$ cat src/rtl/svm_pkg.sv
// Shared definitions for the sequential one-vs-rest SVM classifier:
// FSM state encoding and the width helpers used to size counters and accumulators.
package svm_pkg;

    typedef enum logic [1:0] {
        S_IDLE   = 2'd0,
        S_MAC    = 2'd1,
        S_ARGMAX = 2'd2,
        S_DONE   = 2'd3
    } state_t;

    // Ceiling log2; clog2(1) = 0.
    function automatic int clog2(input int n);
        int r;
        r = 0;
        for (int v = 1; v < n; v = v * 2) begin
            r = r + 1;
        end
        return r;
    endfunction

    // Accumulator width: product bits plus sum growth plus sign/bias headroom.
    function automatic int acc_width(input int wa, input int ww, input int nf);
        return wa + ww + clog2(nf) + 2;
    endfunction

    // Bits needed for a counter running 0..n-1 (never narrower than 1).
    function automatic int cnt_width(input int n);
        return (n <= 2) ? 1 : clog2(n);
    endfunction

endpackage

$ cat src/rtl/svm_mac_lane.sv
// One class accumulator: loads the sign-extended bias, then adds
// zero-extended feature times signed weight once per enabled cycle.
module svm_mac_lane #(
    parameter int WIDTH_A = 4,
    parameter int WIDTH_W = 8,
    parameter int ACC_W   = 19
) (
    input  logic                    clk,
    input  logic                    rst,
    input  logic                    load,
    input  logic                    acc_en,
    input  logic [WIDTH_W-1:0]      bias,
    input  logic [WIDTH_A-1:0]      feat,
    input  logic [WIDTH_W-1:0]      weight,
    output logic signed [ACC_W-1:0] acc,
    output logic signed [ACC_W-1:0] sum
);

    // Product width: unsigned feature gains a zero sign bit, times signed weight.
    localparam int PW = WIDTH_A + WIDTH_W + 1;

    logic signed [PW-1:0]    feat_x;
    logic signed [PW-1:0]    weight_x;
    logic signed [PW-1:0]    prod;
    logic signed [ACC_W-1:0] prod_ext;
    logic signed [ACC_W-1:0] bias_ext;

    assign feat_x   = {{(PW - WIDTH_A){1'b0}}, feat};
    assign weight_x = {{(PW - WIDTH_W){weight[WIDTH_W-1]}}, weight};
    assign prod     = feat_x * weight_x;
    assign prod_ext = {{(ACC_W - PW){prod[PW-1]}}, prod};
    assign bias_ext = {{(ACC_W - WIDTH_W){bias[WIDTH_W-1]}}, bias};

    // Next value if this cycle accumulates; the top also uses it to seed argmax.
    assign sum = acc + prod_ext;

    // Accumulator register: bias load takes priority over accumulate.
    always_ff @(posedge clk or posedge rst) begin
        if (rst) begin
            acc <= '0;
        end else if (load) begin
            acc <= bias_ext;
        end else if (acc_en) begin
            acc <= sum;
        end
    end

endmodule

$ cat src/rtl/seq_svm_ovr_classifier.sv
// Time-multiplexed linear one-vs-rest SVM: one feature per cycle into all
// class lanes in parallel, then a one-class-per-cycle argmax.
// Handshake: a vector is taken on a rising edge where in_valid && in_ready;
// a result is released on a rising edge where out_valid && out_ready.
// in_valid is ignored unless idle, out_ready is ignored unless a result is held.
module seq_svm_ovr_classifier
    import svm_pkg::*;
#(
    parameter int NUM_FEAT    = 21,
    parameter int WIDTH_A     = 4,
    parameter int NUM_CLASSES = 3,
    parameter int WIDTH_W     = 8,
    parameter int OUTWIDTH    = 2,
    parameter int ACC_W       = acc_width(WIDTH_A, WIDTH_W, NUM_FEAT)
) (
    input  logic                                    clk,
    input  logic                                    rst,
    input  logic [NUM_FEAT*WIDTH_A-1:0]             inp,
    input  logic                                    in_valid,
    output logic                                    in_ready,
    input  logic [NUM_CLASSES*NUM_FEAT*WIDTH_W-1:0] coef,
    input  logic [NUM_CLASSES*WIDTH_W-1:0]          bias,
    output logic [OUTWIDTH-1:0]                     out,
    output logic signed [ACC_W-1:0]                 predo,
    output logic                                    out_valid,
    input  logic                                    out_ready
);

    localparam int FC_W = cnt_width(NUM_FEAT);
    localparam logic [FC_W-1:0]     FEAT_LAST = FC_W'(NUM_FEAT - 1);
    localparam logic [OUTWIDTH-1:0] CLS_LAST  = OUTWIDTH'(NUM_CLASSES - 1);

    state_t                       state;
    state_t                       state_nxt;
    logic [NUM_FEAT*WIDTH_A-1:0]  inp_q;
    logic [FC_W-1:0]              feat_cnt;
    logic [OUTWIDTH-1:0]          cls_cnt;
    logic [OUTWIDTH-1:0]          idx;
    logic signed [ACC_W-1:0]      best;
    logic [WIDTH_A-1:0]           feat_cur;
    logic signed [ACC_W-1:0]      acc [NUM_CLASSES];
    logic signed [ACC_W-1:0]      sum [NUM_CLASSES];
    logic                         lane_load;
    logic                         lane_en;
    logic                         better;
    logic signed [ACC_W-1:0]      arg_best;
    logic [OUTWIDTH-1:0]          arg_idx;

    assign feat_cur  = inp_q[int'(feat_cnt)*WIDTH_A +: WIDTH_A];
    assign lane_load = (state == S_IDLE) && in_valid;
    assign lane_en   = (state == S_MAC);

    for (genvar c = 0; c < NUM_CLASSES; c++) begin : g_lane
        svm_mac_lane #(
            .WIDTH_A (WIDTH_A),
            .WIDTH_W (WIDTH_W),
            .ACC_W   (ACC_W)
        ) u_lane (
            .clk    (clk),
            .rst    (rst),
            .load   (lane_load),
            .acc_en (lane_en),
            .bias   (bias[c*WIDTH_W +: WIDTH_W]),
            .feat   (feat_cur),
            .weight (coef[(c*NUM_FEAT + int'(feat_cnt))*WIDTH_W +: WIDTH_W]),
            .acc    (acc[c]),
            .sum    (sum[c])
        );
    end

    // State register.
    always_ff @(posedge clk or posedge rst) begin
        if (rst) begin
            state <= S_IDLE;
        end else begin
            state <= state_nxt;
        end
    end

    // Next state, in_ready and the argmax candidate (strict > keeps lowest index on ties).
    always_comb begin
        state_nxt = state;
        in_ready  = 1'b0;
        better    = (acc[cls_cnt] > best);
        arg_best  = better ? acc[cls_cnt] : best;
        arg_idx   = better ? cls_cnt : idx;
        case (state)
            S_IDLE: begin
                in_ready = 1'b1;
                if (in_valid) state_nxt = S_MAC;
            end
            S_MAC: begin
                if (feat_cnt == FEAT_LAST) state_nxt = S_ARGMAX;
            end
            S_ARGMAX: begin
                if (cls_cnt == CLS_LAST) state_nxt = S_DONE;
            end
            S_DONE: begin
                if (out_ready) state_nxt = S_IDLE;
            end
            default: state_nxt = S_IDLE;
        endcase
    end

    // Datapath: vector capture, feature/class counters, running argmax and result.
    always_ff @(posedge clk or posedge rst) begin
        if (rst) begin
            inp_q     <= '0;
            feat_cnt  <= '0;
            cls_cnt   <= '0;
            idx       <= '0;
            best      <= '0;
            out       <= '0;
            predo     <= '0;
            out_valid <= 1'b0;
        end else begin
            case (state)
                S_IDLE: begin
                    if (in_valid) begin
                        inp_q    <= inp;
                        feat_cnt <= '0;
                    end
                end
                S_MAC: begin
                    if (feat_cnt == FEAT_LAST) begin
                        feat_cnt <= '0;
                        best     <= sum[0];
                        idx      <= '0;
                        cls_cnt  <= OUTWIDTH'(1);
                    end else begin
                        feat_cnt <= feat_cnt + 1'b1;
                    end
                end
                S_ARGMAX: begin
                    best    <= arg_best;
                    idx     <= arg_idx;
                    cls_cnt <= cls_cnt + 1'b1;
                    if (cls_cnt == CLS_LAST) begin
                        out       <= arg_idx;
                        predo     <= arg_best;
                        out_valid <= 1'b1;
                    end
                end
                S_DONE: begin
                    if (out_ready) out_valid <= 1'b0;
                end
                default: ;
            endcase
        end
    end

endmodule

$ cat config.mk
export PLATFORM = sky130hd
export DESIGN_NAME = seq_svm_ovr_classifier
export DESIGN_NICKNAME = d
export VERILOG_FILES = /design/src/rtl/svm_pkg.sv /design/src/rtl/svm_mac_lane.sv /design/src/rtl/seq_svm_ovr_classifier.sv
export SDC_FILE = /design/constraint.sdc
export NUM_CORES = 1
export LEC_CHECK = 0
export ABC_AREA = 0
export CAP_MARGIN = 30
export CORE_AREA = 3 3 248 250
export DETAILED_ROUTE_END_ITERATION = 7
export DIE_AREA = 0 0 251 253
export HOLD_SLACK_MARGIN = 0.12
export SYNTH_ARGS = -nofsm -noshare
export SYNTH_HDL_FRONTEND = slang
export SYNTH_HIERARCHICAL = 1
export SYNTH_SLANG_ARGS = --single-unit
$ cat constraint.sdc
create_clock -name clk -period 8.4 [get_ports clk]
set_input_delay 1.68 -clock clk [delete_from_list [all_inputs] [get_ports clk]]
set_output_delay 1.68 -clock clk [all_outputs]
set_load 0.1 [all_outputs]
==> results of run 1 <==
-- cells in the final DEF (no fill, tap or decap), types with 10 or more instances in the layout --
| cell type | instances |
|---|---|
| clkdlybuf4s50_1 | 638 |
| xnor2_1 | 25 |
| mux4_2 | 232 |
| o211ai_1 | 10 |
| ha_1 | 139 |
| dfrtp_1 | 189 |
| o311ai_0 | 19 |
| xor2_1 | 24 |
| a21oi_1 | 79 |
| nor2_1 | 73 |
| a211oi_1 | 10 |
| diode_2 | 11 |
| mux2_2 | 100 |
| a221o_1 | 16 |
| mux2i_1 | 50 |
| a22oi_1 | 12 |
| nand3_1 | 31 |
| nor3_1 | 32 |
| o21a_1 | 11 |
| and2_1 | 69 |
| buf_4 | 22 |
| o21ai_0 | 46 |
| fa_1 | 120 |
| o22ai_1 | 13 |
| nand2_1 | 134 |
| clkbuf_16 | 17 |
| inv_1 | 289 |
-- final cells by class --
class	count	area share [%]
Tap cell	773	3.248
Inverter	291	3.677
Timing Repair Buffer	664	22.27
Clock inverter	14	0.6513
Sequential cell	193	16.26
Antenna cell	11	0.09244
Multi-Input combinational cell	1390	52.33
Clock buffer	18	1.475
-- critical path: stages --
cell and delay [ns]:
clkdlybuf4s50_1 0.45, mux4_2 0.49, mux4_2 0.54, mux2_2 0.35
nand2_1 0.35, fa_1 0.25, inv_1 0.06, fa_1 0.54
inv_1 0.05, fa_1 0.47, inv_1 0.04, ha_1 0.36
o211ai_1 0.13, o211ai_1 0.31, nand4_2 0.22, o21ai_0 0.37
xnor2_1 0.12, and2_1 0.14, a221o_1 0.25
-- routing by layer --
metal | global-route usage [%] | vias up | share of wire, %
met2 | 49.41 | 735 | 50
met4 | 6.415 | 6 | 2.1
met3 | 4.858 | 79 | 6.2
li1 | - | 8389 | -
met5 | 0 | - | 0.050
met1 | 39.24 | 9923 | 42
-- registers in the layout (all words and copies together) (netlist names) --
register,count
state,2
feat_cnt,5
predo,19
out_valid,1
out,2
cls_cnt,2
g_lane.u_lane/acc,57
inp_q,84
idx,2
best,19
-- worst max path at each step --
stage                     start                       end  slack [ns]
detailed placement    coef[191]                  best[18]        1.10
global route        feat_cnt[0]                  best[18]        1.22
finish                coef[191]                  best[18]        1.60
floorplan           feat_cnt[0]                  best[18]        1.95
global placement      coef[399]  g_lane[1].u_lane/acc[15]        1.22
CTS                   coef[191]                  best[18]        1.62
-- per-stage QoR --
| step | cell area (um2) | worst slack, ns | hold WS, ns | instances |
|---|---|---|---|---|
| 4_1_cts | 29750 | 1.616 | 0.4887 | 3343 |
| 3_5_place_dp | 29120 | 1.097 | 0.4707 | 3311 |
| 3_3_place_gp | 29100 | 1.217 | 0.4686 | 3310 |
| 5_1_grt | 29770 | 1.221 | 0.5243 | 3353 |
| 2_1_floorplan | 22040 | 1.949 | 0.4730 | 1994 |
| 6_report | 29780 | 1.595 | 0.4871 | 3354 |
==> reports/qor.yml, run 1 <==
dieArea_um2: 63500
clockBufferDepth: 2
rr_worst_depth: 21
via_count: 19132
worstPathArrival_ns: 7.17
hold_end: "out[1]"
r2r_end: "best[18]"
grt_pass1_vias: 20310
antenna_found_initial: 25
grt_overflow: 0
r2r_start: "feat_cnt[1]"
dpl.hpwl_um: 78000
worstHoldPathType: "register to register"
syn2layout_area_growth_pct: 35.13
synth_nets: 2870
drv_slew: 0
cp-start-kind: "input pin"
numClockSinks: 193
post_cts_resized: 0
dr.first_iter.drc_count: 1378
root_buffer: "clkbuf_16"
grt_start_max_net_pins: 87
cp_max_fo: 7
cts_buffers: 17
fin_util_pct: 50.26
antenna_left: 0
register_area_um2: 4842
crit_path_end_kind: "register"
vias_per_cell: 5.704
io_pins: 639
wl_per_cell_um: 27.64
grt_pass1_wl_um: 135800
rsz0062_at_grt: "false"
cts_setup_buffers: 0
fin_tns_setup_ns: 0
synth_area_um2: 22040
final_layout_size_suffix_gt1_share_pct: 17.43
syn_inst: 1994
track_usage_pct: 29.06
drc: 0
io_buffer_count: 638
drtPass1Iterations: 7
status: "finished, final reports clean"
finalNetCount: 3433
yosys_warnings: 6
min_period_ns: 6.805
placement_rows: 89
maxSlewHeadroom_pct: 30.74
start_util_pct: 37.20
required_ns: 8.77
cts_tree: "yes"
avgSynthCellArea_um2: 11.05
regToRegSetupSlack_ns: 1.62
clkSlewWorstSetupHoldPaths_ns: 0.08
core_um2: 59240
wl_um: 92700
finalSetupViolations: 0
fillers: 5416
holdPathStages: 2
finalHoldViolCount: 0
worst_pin_slew_ns: 1.036
gp_congestion: 0.9476
crit_type: "input pin to register"
die_h_um: 253
fin_skew_ns: 0.02041
fin_crit_sh_pct: 81.01
hold_buffers: 0
hold_path.startpoint: "out[1]"
clk_latency_ns: 0.48
die_x_um: 251
max-cap-violations: 0
fmax_mhz: 147.0
multi_input_area_um2: 15580
cts_max_level: 4
Power of run 1 is left out: the tool's default activity adds up to more than one toggle a clock period on the data nets, which glitch-free logic cannot reach.
==> run 2, diff against run 1 <==
Settings changed: CORE_AREA 3 3 248 250 to 3 3 247 249, DIE_AREA 0 0 251 253 to 0 0 250 252, PLACE_DENSITY set to 0.68.
Clock period 8.4 ns to 5.64 ns, I/O delays scaled along.
==> run 2 against run 1 <==
The run now ends with setup timing left; non-clock buffer count up 279; register-to-register slack lost 1.8 ns; flip-flop and latch count is the same; die area decreased by 0.79%; largest cell class unchanged; first-iteration DRC count increased by 7.4%; worst setup slack worse by 1.8 ns; critical path depth stayed put; utilization increased by 7.2 points; final area grew 14%.
==> reports/qor.yml, run 2 (synthesis gave the netlist of run 1 again) <==
status: "complete, but fails checks"  # was finished, final reports clean
violations: "setup timing"
grt_overflow: 0  # unchanged
via_count: 20427  # was 19.13k
cts_buffers: 17  # unchanged
final_common_cell: "clkdlybuf4s50_1"  # unchanged
die_x_um: 250  # was 251 um
start_util_pct: 37.41  # was 37.20%
drv_slew: 0  # unchanged
rsz0062_at_grt: "true"  # was false
final_layout_size_suffix_gt1_share_pct: 31.72  # was 17.43%
largest_reg_flops: 84  # unchanged
vias_per_cell: 5.632  # was 5.704
numClockSinks: 193  # unchanged
fin_skew_ns: 0.01326  # was 0.02041 ns
drtPass1Iterations: 8  # was 7
antenna_left: 0  # unchanged
post-place-ws_ns: -0.8262  # was 1.097 ns
core_um2: 58910  # was 59,240 um2
grt_pass1_wl_um: 134900  # was 135,800 um
io_pins: 639  # unchanged
crit_type: "input pin to register"  # unchanged
wl_um: 93930  # was 92,700 um
clk_latency_ns: 0.46  # was 0.48 ns
place_area_um2: 31080  # was 29,120 um2
dieArea_um2: 63000  # was 63,500 um2
cp-start-kind: "input pin"  # unchanged
grt_pass1_vias: 21465  # was 20.31k
finalNonFillerCells: 3627  # was 3,354
cp_cell_sequence: "clkdlybuf4s50_1 -> mux4_2 -> mux4_2 -> mux2_4 -> and2_4 -> inv_4 -> fa_1 -> inv_2 -> fa_1 -> inv_2 -> fa_1 -> inv_2 -> ha_4 -> o21ai_4 -> a2111oi_4 -> o31a_1 -> o21ai_2 -> xnor2_2 -> a221o_1"  # was clkdlybuf4s50_1 -> mux4_2 -> mux4_2 -> mux2_2 -> nand2_1 -> fa_1 -> inv_1 -> fa_1 -> inv_1 -> fa_1 -> inv_1 -> ha_1 -> o211ai_1 -> o211ai_1 -> nand4_2 -> o21ai_0 -> xnor2_1 -> and2_1 -> a221o_1
worst_pin_slew_ns: 1.027  # was 1.036 ns
maxSlewHeadroom_pct: 31.30  # was 30.74%
min_period_ns: 5.821
cts_max_level: 4  # unchanged
track_usage_pct: 28.49  # was 29.06%
gp_congestion: 1.012  # was 0.9476
placement_rows: 89  # unchanged
cp_max_fo: 4  # was 7
required_ns: 5.99  # was 8.77 ns
finalNetCount: 3713  # was 3,433
drc: 0  # unchanged
root_buffer: "clkbuf_16"  # unchanged
clkSlewWorstSetupHoldPaths_ns: 0.08  # about the same
worstHoldPathType: "register to register"  # unchanged
antenna_found_initial: 4  # was 25
syn2layout_area_growth_pct: 53.51  # was 35.13%
finalHoldViolCount: 0  # unchanged
grt_start_max_net_pins: 105  # was 87
fin_util_pct: 57.43  # was 50.26%
fin_crit_sh_pct: 103.2
reg_top3: "inp_q (84), g_lane.u_lane/acc (57)"  # unchanged
wl_per_cell_um: 25.90  # was 27.64 um
finalSetupViolations: 18  # was 0
cp_slowest_cell: "mux4_2"  # unchanged
cts_tree: "yes"  # unchanged
worst_slack_ns: -0.1814  # was 1.595 ns
worstPathArrival_ns: 6.17  # was 7.17 ns
max-cap-violations: 0  # unchanged
regMostFlops: "inp_q"  # unchanged
fmax_mhz: 171.8
dp.cells: 3526  # was 3,311
die_h_um: 252  # was 253 um
io_buffer_count: 638  # unchanged
regToRegSetupSlack_ns: -0.14  # was 1.62 ns
final_cell_mix: "554 x clkdlybuf4s50_1, 249 x inv_1, 232 x mux4_2"  # was 638 x clkdlybuf4s50_1, 289 x inv_1, 232 x mux4_2
crit_path_end_kind: "register"  # unchanged
fin_area_um2: 33830  # was 29,780 um2
cp_slowest_stage_delay_ns: 0.50  # was 0.54 ns
clockBufferDepth: 2  # unchanged
dr.first_iter.drc_count: 1480  # was 1,378
dpl.hpwl_um: 76480  # was 78,000 um
run 2: metrics by stage:
stage | hold WS (ns) | TNS [ns]
floorplan | 0.4730 | -0.02357
global route | 0.5174 | -4.502
global placement | 0.4734 | -26.86
finish | 0.4882 | -1.092
detailed placement | 0.4782 | -30.54
CTS | 0.4937 | -0.1433
run 2: final cells by class:
class                           count  area, um2
Sequential cell                   193       4843
Multi-Input combinational cell   1391      16740
Timing Repair Buffer              943       9509
Clock buffer                       19      452.9
Antenna cell                        4      10.01
Tap cell                          773      967.2
Clock inverter                     13      183.9
Inverter                          291       1117
Fill cell                        4828      25080
run 2: repair_timing:
action	4_1_cts	5_1_grt
buffers inserted	13	45
pin swaps	44	88
gates resized for setup	179	208
gates cloned	3	7
setup endpoints to repair	38	39
hold buffers	0	0
endpoints found under the hold margin	0	0
run 2: metal layers:
| metal | GRT usage, % | wire, um |
|---|---|---|
| met4 | 6.593 | 2363 |
| met5 | 0 | 12 |
| met1 | 37.18 | 36930 |
| met3 | 5.793 | 7369 |
| met2 | 49.06 | 47250 |
run 2: final timing paths:
check                            startpoint   endpoint  cells past startpoint
max in group asynchronous               rst  inp_q[16]                      4
min in group asynchronous               rst    best[8]                      2
worst max-delay path              coef[111]   best[15]                     19
worst min-delay path              predo[18]  predo[18]                      2
worst min register to register    predo[18]  predo[18]                      2
worst max register to register  feat_cnt[0]   best[15]                     22
run 2: worst max-delay path, delay by kind of cell:
kind	cells	cell delay (ns)
mux	3	1.32
simple gates	1	0.18
xor+xnor	1	0.17
buf+inv	5	0.72
fa+ha+maj	4	1.46
compound gates	5	1.17
Power of run 2 is left out for the same reason.
